==> src/rtl/tx_ppdu_sequencer_pkg.sv <==
// Shared types and constants for the 802.11a-style PPDU bit sequencer.
package tx_ppdu_sequencer_pkg;

    typedef enum logic [2:0] {
        IDLE,
        CALC,
        SIGNAL,
        SERVICE,
        PAYLOAD,
        TAIL,
        PAD,
        DONE
    } state_t;

    localparam int SIGNAL_BITS  = 24;
    localparam int SERVICE_BITS = 16;
    localparam int TAIL_BITS    = 6;
    localparam logic [6:0] DEFAULT_SEED = 7'b1011101;

    // Data bits per OFDM symbol; 0 marks an unsupported RATE code.
    function automatic logic [7:0] rate_to_ndbps(input logic [3:0] rate);
        case (rate)
            4'b1101: return 8'd24;
            4'b1111: return 8'd36;
            4'b0101: return 8'd48;
            4'b0111: return 8'd72;
            4'b1001: return 8'd96;
            4'b1011: return 8'd144;
            4'b0001: return 8'd192;
            4'b0011: return 8'd216;
            default: return 8'd0;
        endcase
    endfunction

endpackage

==> src/rtl/tx_scrambler_lfsr.sv <==
// Frame-synchronous x^7 + x^4 + 1 scrambler; output is combinational on the current state.
module tx_scrambler_lfsr (
    input  logic       Clk,
    input  logic       Reset,
    input  logic       Load,
    input  logic [6:0] Seed,
    input  logic       Advance,
    input  logic       Data_In,
    output logic       Data_Out
);

    logic [6:0] lfsr;
    logic       feedback;

    assign feedback = lfsr[6] ^ lfsr[3];
    assign Data_Out = Data_In ^ feedback;

    always_ff @(posedge Clk or negedge Reset) begin
        if (!Reset) begin
            lfsr <= 7'd0;
        end else if (Load) begin
            lfsr <= Seed;
        end else if (Advance) begin
            lfsr <= {lfsr[5:0], feedback};
        end
    end

endmodule

==> src/rtl/tx_ppdu_sequencer.sv <==
// Serialises SIGNAL, SERVICE, PSDU, TAIL and PAD bits of one PPDU with valid/ready flow control.
module tx_ppdu_sequencer
    import tx_ppdu_sequencer_pkg::*;
(
    input  logic        Clk,
    input  logic        Reset,
    input  logic        Start,
    input  logic [3:0]  Rate,
    input  logic [11:0] Length,
    input  logic [6:0]  Seed,
    input  logic        Mac_Data,
    input  logic        Mac_Valid,
    output logic        Mac_Ready,
    output logic        Out,
    output logic        Out_Valid,
    input  logic        Out_Ready,
    output logic        Busy,
    output logic        Done,
    output logic        Error
);

    state_t      state, state_nxt;
    logic [3:0]  rate_r;
    logic [11:0] len_r;
    logic [6:0]  seed_r;
    logic [15:0] rem_r;
    logic [15:0] npad_r;
    logic [15:0] bit_cnt;

    logic [7:0]  ndbps;
    logic [15:0] phase_len;
    logic        last_bit;
    logic        xfer;
    logic        calc_fail;
    logic        calc_last;
    logic [23:0] sig_word;

    logic        lfsr_load;
    logic        lfsr_adv;
    logic        lfsr_din;
    logic        lfsr_dout;
    logic [6:0]  lfsr_seed;

    assign ndbps     = rate_to_ndbps(rate_r);
    assign calc_fail = (ndbps == 8'd0) || (len_r == 12'd0);
    assign calc_last = (rem_r <= {8'd0, ndbps});

    // Bit i of sig_word is the i-th SIGNAL bit on the wire.
    assign sig_word = {6'b0, ^{rate_r, len_r}, len_r, 1'b0,
                       rate_r[0], rate_r[1], rate_r[2], rate_r[3]};

    assign Out_Valid = (state == SIGNAL) || (state == SERVICE) || (state == TAIL) ||
                       (state == PAD) || ((state == PAYLOAD) && Mac_Valid);
    assign xfer      = Out_Valid && Out_Ready;
    assign Busy      = (state != IDLE);

    assign lfsr_seed = (seed_r == 7'd0) ? DEFAULT_SEED : seed_r;
    assign lfsr_din  = (state == PAYLOAD) ? Mac_Data : 1'b0;
    assign lfsr_adv  = xfer && ((state == SERVICE) || (state == PAYLOAD) ||
                                (state == TAIL) || (state == PAD));

    always_comb begin
        case (state)
            SIGNAL:  phase_len = 16'(SIGNAL_BITS);
            SERVICE: phase_len = 16'(SERVICE_BITS);
            PAYLOAD: phase_len = {1'b0, len_r, 3'b000};
            TAIL:    phase_len = 16'(TAIL_BITS);
            PAD:     phase_len = npad_r;
            default: phase_len = 16'd0;
        endcase
    end

    assign last_bit = (bit_cnt == phase_len - 16'd1);

    tx_scrambler_lfsr u_scrambler (
        .Clk      (Clk),
        .Reset    (Reset),
        .Load     (lfsr_load),
        .Seed     (lfsr_seed),
        .Advance  (lfsr_adv),
        .Data_In  (lfsr_din),
        .Data_Out (lfsr_dout)
    );

    always_ff @(posedge Clk or negedge Reset) begin
        if (!Reset) begin
            state   <= IDLE;
            rate_r  <= 4'd0;
            len_r   <= 12'd0;
            seed_r  <= 7'd0;
            rem_r   <= 16'd0;
            npad_r  <= 16'd0;
            bit_cnt <= 16'd0;
        end else begin
            state <= state_nxt;
            if (state == IDLE && Start) begin
                rate_r <= Rate;
                len_r  <= Length;
                seed_r <= Seed;
                rem_r  <= 16'd22 + {1'b0, Length, 3'b000};
            end
            // Division by repeated subtraction: the final remainder gives the pad count.
            if (state == CALC && !calc_fail) begin
                if (calc_last) begin
                    npad_r <= {8'd0, ndbps} - rem_r;
                end else begin
                    rem_r <= rem_r - {8'd0, ndbps};
                end
            end
            if (state == IDLE || state == CALC || state == DONE) begin
                bit_cnt <= 16'd0;
            end else if (xfer) begin
                bit_cnt <= last_bit ? 16'd0 : bit_cnt + 16'd1;
            end
        end
    end

    always_comb begin
        state_nxt = state;
        Out       = 1'b0;
        Mac_Ready = 1'b0;
        Done      = 1'b0;
        Error     = 1'b0;
        lfsr_load = 1'b0;
        case (state)
            IDLE: begin
                if (Start) state_nxt = CALC;
            end
            CALC: begin
                if (calc_fail) begin
                    Error     = 1'b1;
                    state_nxt = IDLE;
                end else if (calc_last) begin
                    lfsr_load = 1'b1;
                    state_nxt = SIGNAL;
                end
            end
            SIGNAL: begin
                Out = sig_word[bit_cnt[4:0]];
                if (xfer && last_bit) state_nxt = SERVICE;
            end
            SERVICE: begin
                Out = lfsr_dout;
                if (xfer && last_bit) state_nxt = PAYLOAD;
            end
            PAYLOAD: begin
                Out       = lfsr_dout;
                Mac_Ready = Out_Ready;
                if (xfer && last_bit) state_nxt = TAIL;
            end
            TAIL: begin
                // Scrambler keeps stepping but the tail leaves the block as zeros.
                Out = 1'b0;
                if (xfer && last_bit) state_nxt = (npad_r == 16'd0) ? DONE : PAD;
            end
            PAD: begin
                Out = lfsr_dout;
                if (xfer && last_bit) state_nxt = DONE;
            end
            DONE: begin
                Done      = 1'b1;
                state_nxt = IDLE;
            end
            default: state_nxt = IDLE;
        endcase
    end

endmodule

==> config.mk <==
export PLATFORM = sky130hd
export DESIGN_NAME = tx_ppdu_sequencer
export DESIGN_NICKNAME = d
export VERILOG_FILES = /design/src/rtl/tx_ppdu_sequencer_pkg.sv /design/src/rtl/tx_scrambler_lfsr.sv /design/src/rtl/tx_ppdu_sequencer.sv
export SDC_FILE = /design/constraint.sdc
export NUM_CORES = 1
export LEC_CHECK = 0
export ABC_AREA = 1
export CAP_MARGIN = 20
export CORE_UTILIZATION = 52
export CTS_CLUSTER_DIAMETER = 40
export DETAILED_ROUTE_END_ITERATION = 8
export GPL_TIMING_DRIVEN = 0
export PLACE_DENSITY = 0.71
export SYNTH_ARGS = -nofsm -noshare
export SYNTH_HDL_FRONTEND = slang
export SYNTH_SLANG_ARGS = --single-unit
==> constraint.sdc <==
create_clock -name Clk -period 4.58 [get_ports Clk]
set_input_delay 0.458 -clock Clk [delete_from_list [all_inputs] [get_ports Clk]]
set_output_delay 0.458 -clock Clk [all_outputs]
set_load 0.02 [all_outputs]
Word-level counts from Yosys, hierarchy flattened --
Memories as Yosys holds them, arrays and structs flattened. Cells that the tools add are included.
Operators by class: bitwise gates (word level) 2, reductions and logical operators 29, add/sub/neg operators 5, mux-type cells 31, eq/ne operators 15, $lt $le $gt $ge 2
Operator list (count):
- 16-bit 2-to-1 mux | 6
- 16-bit one-hot mux with 5 select lines | 1
- 3-bit 2-to-1 mux | 8
- 3-bit one-hot mux with 8 select lines | 1
- 7-bit 2-to-1 mux | 3
- 16-bit by 1-bit adder with 16-bit output (second input constant) | 1
- 5-bit by 15-bit adder with 16-bit output (first input constant) | 1
- 16-bit == test | 1
- 16-bit by 8-bit less-or-equal comparator with 1-bit output | 1
- 16-bit logical NOT | 1
- 16-bit XOR reduction | 1
- 16-bit by 1-bit subtractor with 16-bit output (second input constant) | 1
- 16-bit by 8-bit subtractor with 16-bit output | 1
- 8-bit by 16-bit subtractor with 16-bit output | 1
- 3-bit == test (second input constant) | 4
- 12-bit logical NOT | 1
- 1-bit logical OR | 10
- 1-bit 2-to-1 mux | 10
- 2-bit by 1-bit != test with 1-bit output (second input constant) | 5
- 8-bit logical NOT | 1
- 7-bit logical NOT | 1
- 7-bit AND reduction | 1
- 3-bit by 2-bit == test with 1-bit output (second input constant) | 2
- 1-bit logical AND | 6
- other kinds (13) | 15
Word-level totals: memories 1, flip-flop bits (word level) 81, ROM bits 96, output and inout bits 6
Memories:
- (name not given) | words 16, bits a word 6, rd ports 1, clocked after memory_dff 0, write ports 0, RTL line tx_ppdu_sequencer_pkg.sv:22 | case (rate)

Depth between registers and ports, before layout --
word-level depth 9, gate-level depth with buffers 22

By module --
Synthesis repeated with hierarchy kept, for this count alone.
Unflattened totals: cells, all modules 944, area, all modules 6293.5 sq um
By module, submodules not included:
- tx_ppdu_sequencer | instances 1, area each 5933.2 sq um, cells each 896
- tx_scrambler_lfsr | instances 1, area each 360.3 sq um, cells each 48

Least setup slack after synthesis --
OpenSTA, ideal clock, no wires.
path type register to register, start register rate_r[0], end register u_scrambler.lfsr[6], stages on the path, launching flop included 17, buffers on the path 2, path slack 1.715 ns, data arrival time 2.779 ns, path through dfrtp_1 ha_1 nand2_1 nor2_1 a31oi_1 inv_1 ha_1 clkbuf_1 nand2_1 nor2_1 nand4_1 a211oi_1 nand2_1 inv_1 clkbuf_1 o21ai_0 o211ai_1
Between the ends: longest elaborated chain between the ends 6, elaborated cells on any way between the ends 9
Ends and longest elaborated chain:
- from (decl) | RTL line tx_ppdu_sequencer.sv:23 | logic [3:0] rate_r;
- from (signal assigned) | RTL line tx_ppdu_sequencer.sv:97 | rate_r <= Rate;
- memory read 16 x 6 bit (*)
- 16-bit by 8-bit less-or-equal comparator with 1-bit output / 8-bit logical NOT (equally long branches) | RTL line tx_ppdu_sequencer.sv:46, tx_ppdu_sequencer.sv:45
- 1-bit 2-to-1 mux / 1-bit logical OR (equally long branches) | RTL line tx_ppdu_sequencer.sv:133, tx_ppdu_sequencer.sv:45
- 1-bit 2-to-1 mux (*) | RTL line tx_ppdu_sequencer.sv:130 | if (calc_fail) begin
- 1-bit 2-to-1 mux (*) | RTL line tx_ppdu_sequencer.sv:125 | case (state)
- 7-bit 2-to-1 mux / 2-bit nonzero test (equally long branches)
- to (signal assigned) | RTL line tx_scrambler_lfsr.sv:24 | lfsr <= {lfsr[5:0], feedback};
- to (decl) | RTL line tx_scrambler_lfsr.sv:12 | logic [6:0] lfsr;
Mark *: on every way between the ends. The rest lies on a longest branch, timed or not. A chain may end at the register's enable or synchronous reset.

Final worst setup path --
start register rate_r[0], end register rem_r[10]
Between the ends: longest elaborated chain between the ends 6, elaborated cells on any way between the ends 9
Ends and longest elaborated chain:
- memory read 16 x 6 bit (*)
- parallel branches: the longest is 4 deep, another holds 16-bit by 8-bit subtractor with 16-bit output
- 16-bit 2-to-1 mux (*) | RTL line tx_ppdu_sequencer.sv:103 | if (state == CALC && !calc_fail) begin
- to (signal assigned) | RTL line tx_ppdu_sequencer.sv:100 | rem_r <= 16'd22 + {1'b0, Length, 3'b000};
- to (signal assigned) | RTL line tx_ppdu_sequencer.sv:107 | rem_r <= rem_r - {8'd0, ndbps};
- to (decl) | RTL line tx_ppdu_sequencer.sv:26 | logic [15:0] rem_r;
Mark *: on every way between the ends.

==> impl_metrics.json <==
{
  "gr-usage-met2_pct": 46.0,
  "cp_cell_sequence": "ha_1 -> nand2_1 -> nor2_1 -> a31oi_1 -> inv_1 -> ha_1 -> clkbuf_1 -> nand2_1 -> inv_1 -> nand2_1 -> nand2_1 -> nand3_1 -> nand2_1 -> a211oi_1 -> nor2_1 -> inv_1 -> clkbuf_1 -> o21ai_0 -> inv_1",
  "nets": 995,
  "clock_latency_ns": 0.35,
  "gp_congestion": 0.925,
  "crit_type": "reg -> reg",
  "yosysMostFrequentCell": "nand2_1",
  "antenna_found_initial": 0,
  "max_clock_freq_mhz": 266,
  "synth_top_area_share_pct": 32.2,
  "grt_pass1_wl_mm": 27.8,
  "drive_gt1_share_pct": 8.47,
  "ys_seq_elements": 81,
  "yosys_warnings": 0,
  "overflow": 0,
  "die_w_um": 112,
  "ir_drop_mv": 0.185,
  "arrival_ns": 3.99,
  "p_leak_nw": 3.55,
  "setup.worst_path.end_class": "flop",
  "cts_setup_buffers": 0,
  "violations": "design-rule violations",
  "setup_tns_ns": 0,
  "path_delay_family": "simple AND/OR/NAND/NOR gates",
  "hpwlAfterDp_mm": 13.0,
  "async_flop_share_pct": 100,
  "areaGrowthSynthToFinish_pct": 13.7,
  "synth_common_cells": "nand2_1, inv_1, dfrtp_1",
  "via_per_inst": 5.35,
  "grtUsageMet3_pct": 4.52,
  "worst-path-buf-inv": 6,
  "grt_pass1_vias": 5749,
  "vias": 5826,
  "cts_resized": 0,
  "yosys.cell_types.count": 49,
  "first_pass_iters": 7,
  "fin_crit_ns": 3.75,
  "clockPowerShare_pct": 42.0,
  "finalInstanceArea_um2": 7150,
  "critPathMaxStageDelay_ns": 0.45,
  "hp-class": "in -> async",
  "crit_required_ns": 4.82,
  "rows": 39,
  "cp_max_fo": 10,
  "clock_sinks": 81,
  "drc_errors": 4,
  "syn-num-nets": 949,
  "h-tree-depth": 3,
  "p_per_area_nw_per_um2": 262,
  "p_comb_share_pct": 16.8,
  "synth_top_area_cell": "dfrtp_1",
  "pin_count": 35,
  "p_seq_share_pct": 41.2,
  "ys.flop_type": "dfrtp_1",
  "numPortBuffers": 34,
  "multiInputGateArea_um2": 3610,
  "hold_buffers": 0,
  "final-max-slew-violation-count": 0,
  "fin_skew_ns": 0.00718,
  "rsz0062_at_grt": "no",
  "synth_edf_count": 0,
  "drv_cap": 0,
  "dieArea_um2": 12500,
  "root_buffer": "clkbuf_16",
  "worst_slew_pin_slew_ns": 0.730,
  "finalCritPeriodShare_pct": 81.9,
  "grt_max_degree": 60,
  "met1_usage_pct": 37.8,
  "power_mw": 1.87,
  "whs_ns": 0.00388,
  "cts_tree": "yes",
  "status": "complete, but fails checks",
  "power.switching_mw": 0.523,
  "postPlaceCellArea_um2": 6840,
  "drt-total-wl_mm": 16.4,
  "cts_buffers": 9,
  "die_h_um": 112,
  "cp_slowest_cell": "dfrtp_1",
  "clk_pin_slew_ns": 0.06,
  "relSlewSlack_pct": 51.1,
  "swShare_pct": 27.9,
  "initial_core_util_pct": 54.2,
  "netlist_top_cells_area": "dfrtp_1, nand2_1, inv_1",
  "synth_area_um2": 6290,
  "intPower_mw": 1.35,
  "antenna_cells": 0,
  "fillCellCount": 1110,
  "cts_buffer_depth": 2,
  "drt-initial-drc-count": 410,
  "regArea_um2": 2030,
  "ant_nets": 0,
  "finalSetupViolCount": 0,
  "yosysSeqAreaShare_pct": 32.2,
  "crit_top_cell": "nand2_1",
  "syn_inst": 895,
  "wire_per_inst_um": 15.1,
  "core-area_um2": 11600,
  "final_hold_viol_count": 0,
  "finalNonFillerCells": 1088,
  "grt_usage_pct": 28.4,
  "dpl.cell_count": 1073,
  "critPathLaunchType": "flop",
  "gr-max-usage-layer": "met2",
  "syn_area_per_cell_um2": 7.03
}
[power by group through the flow]
stage / registers (mW) / logic [mW] / clock network [mW]
final: 0.772 / 0.315 / 0.787
after global routing: 0.777 / 0.347 / 0.831
after CTS: 0.773 / 0.312 / 0.798
after detailed placement: 0.786 / 0.311 / 0
after global placement: 0.785 / 0.305 / 0
after floorplan: 0.780 / 0.198 / 0
[layer usage]
metal / share of wire (%) / wire length (µm)
met4: 2.6 / 428
met1: 47 / 7780
met3: 4.2 / 681
met2: 46 / 7510
met5: 0 / 0
[stage by stage]
step                setup slack, ns  util [%]
finish                        0.827      61.6
global route                  0.381      61.6
CTS                           0.847      61.6
detailed placement            0.888      58.9
global placement             0.0632      58.7
floorplan                      1.71         -
[registers in the layout, indices dropped and copies added (netlist names)]
register          count
bit_cnt              16
npad_r               16
rem_r                16
len_r                12
seed_r                7
u_scrambler.lfsr      7
rate_r                4
state                 3
[final timing paths]
| kind | start | end | slack [ns] | depth (start not counted) |
|---|---|---|---|---|
| min in group Clk | rem_r[0]$_DFFE_PN0P_ | rem_r[0]$_DFFE_PN0P_ | 0.48 | 2 |
| setup reg to reg | rate_r[0]$_DFFE_PN0P_ | rem_r[10]$_DFF_PN0_ | 0.83 | 19 |
| setup / recovery | rate_r[0]$_DFFE_PN0P_ | rem_r[10]$_DFF_PN0_ | 0.83 | 19 |
| max in group asynchronous | Reset | len_r[8]$_DFFE_PN0P_ | 3.97 | 2 |
| hold reg to reg | rem_r[0]$_DFFE_PN0P_ | rem_r[0]$_DFFE_PN0P_ | 0.48 | 2 |
| hold / removal | Reset | u_scrambler.lfsr[3]$_DFFE_PN0P_ | 0.004 | 1 |
[layout by cell type, fill, tap and decap left out, types with 7 or more instances in the layout]
master / instances
nor3_1: 7
nor2_1: 71
dfrtp_1: 81
o211ai_1: 8
clkdlybuf4s50_1: 33
nand4_1: 21
inv_1: 124
xor2_1: 37
nand3_2: 7
nand2_2: 8
nand2_1: 232
nand3_1: 74
clkbuf_1: 15
nor2_4: 8
nor4_1: 8
a21oi_1: 22
clkbuf_16: 9
o21ai_0: 69
ha_1: 24
xnor2_1: 12
o21ai_2: 10
[area by class of cell]
type	instances	share of cell area (%)
buffer	29	2.33
clock buffer	9	3.15
sequential	81	28.3
inverter	130	6.86
multi-input combinational	655	50.5
tap	143	2.50
clock inverter	6	1.26
timing repair buffer	35	5.11
[kinds of logic after synthesis]
group                      synth area share (%)
AOI/OAI and AO/OA                          12.4
xor gates and xnor gates                   7.18
adders and majority gates                  5.09
buffers and inverters                      10.4
DFF                                        32.2
muxes                                     0.159
and+or+nand+nor                            32.5
Note: power is estimated with default switching activity, not from simulation.
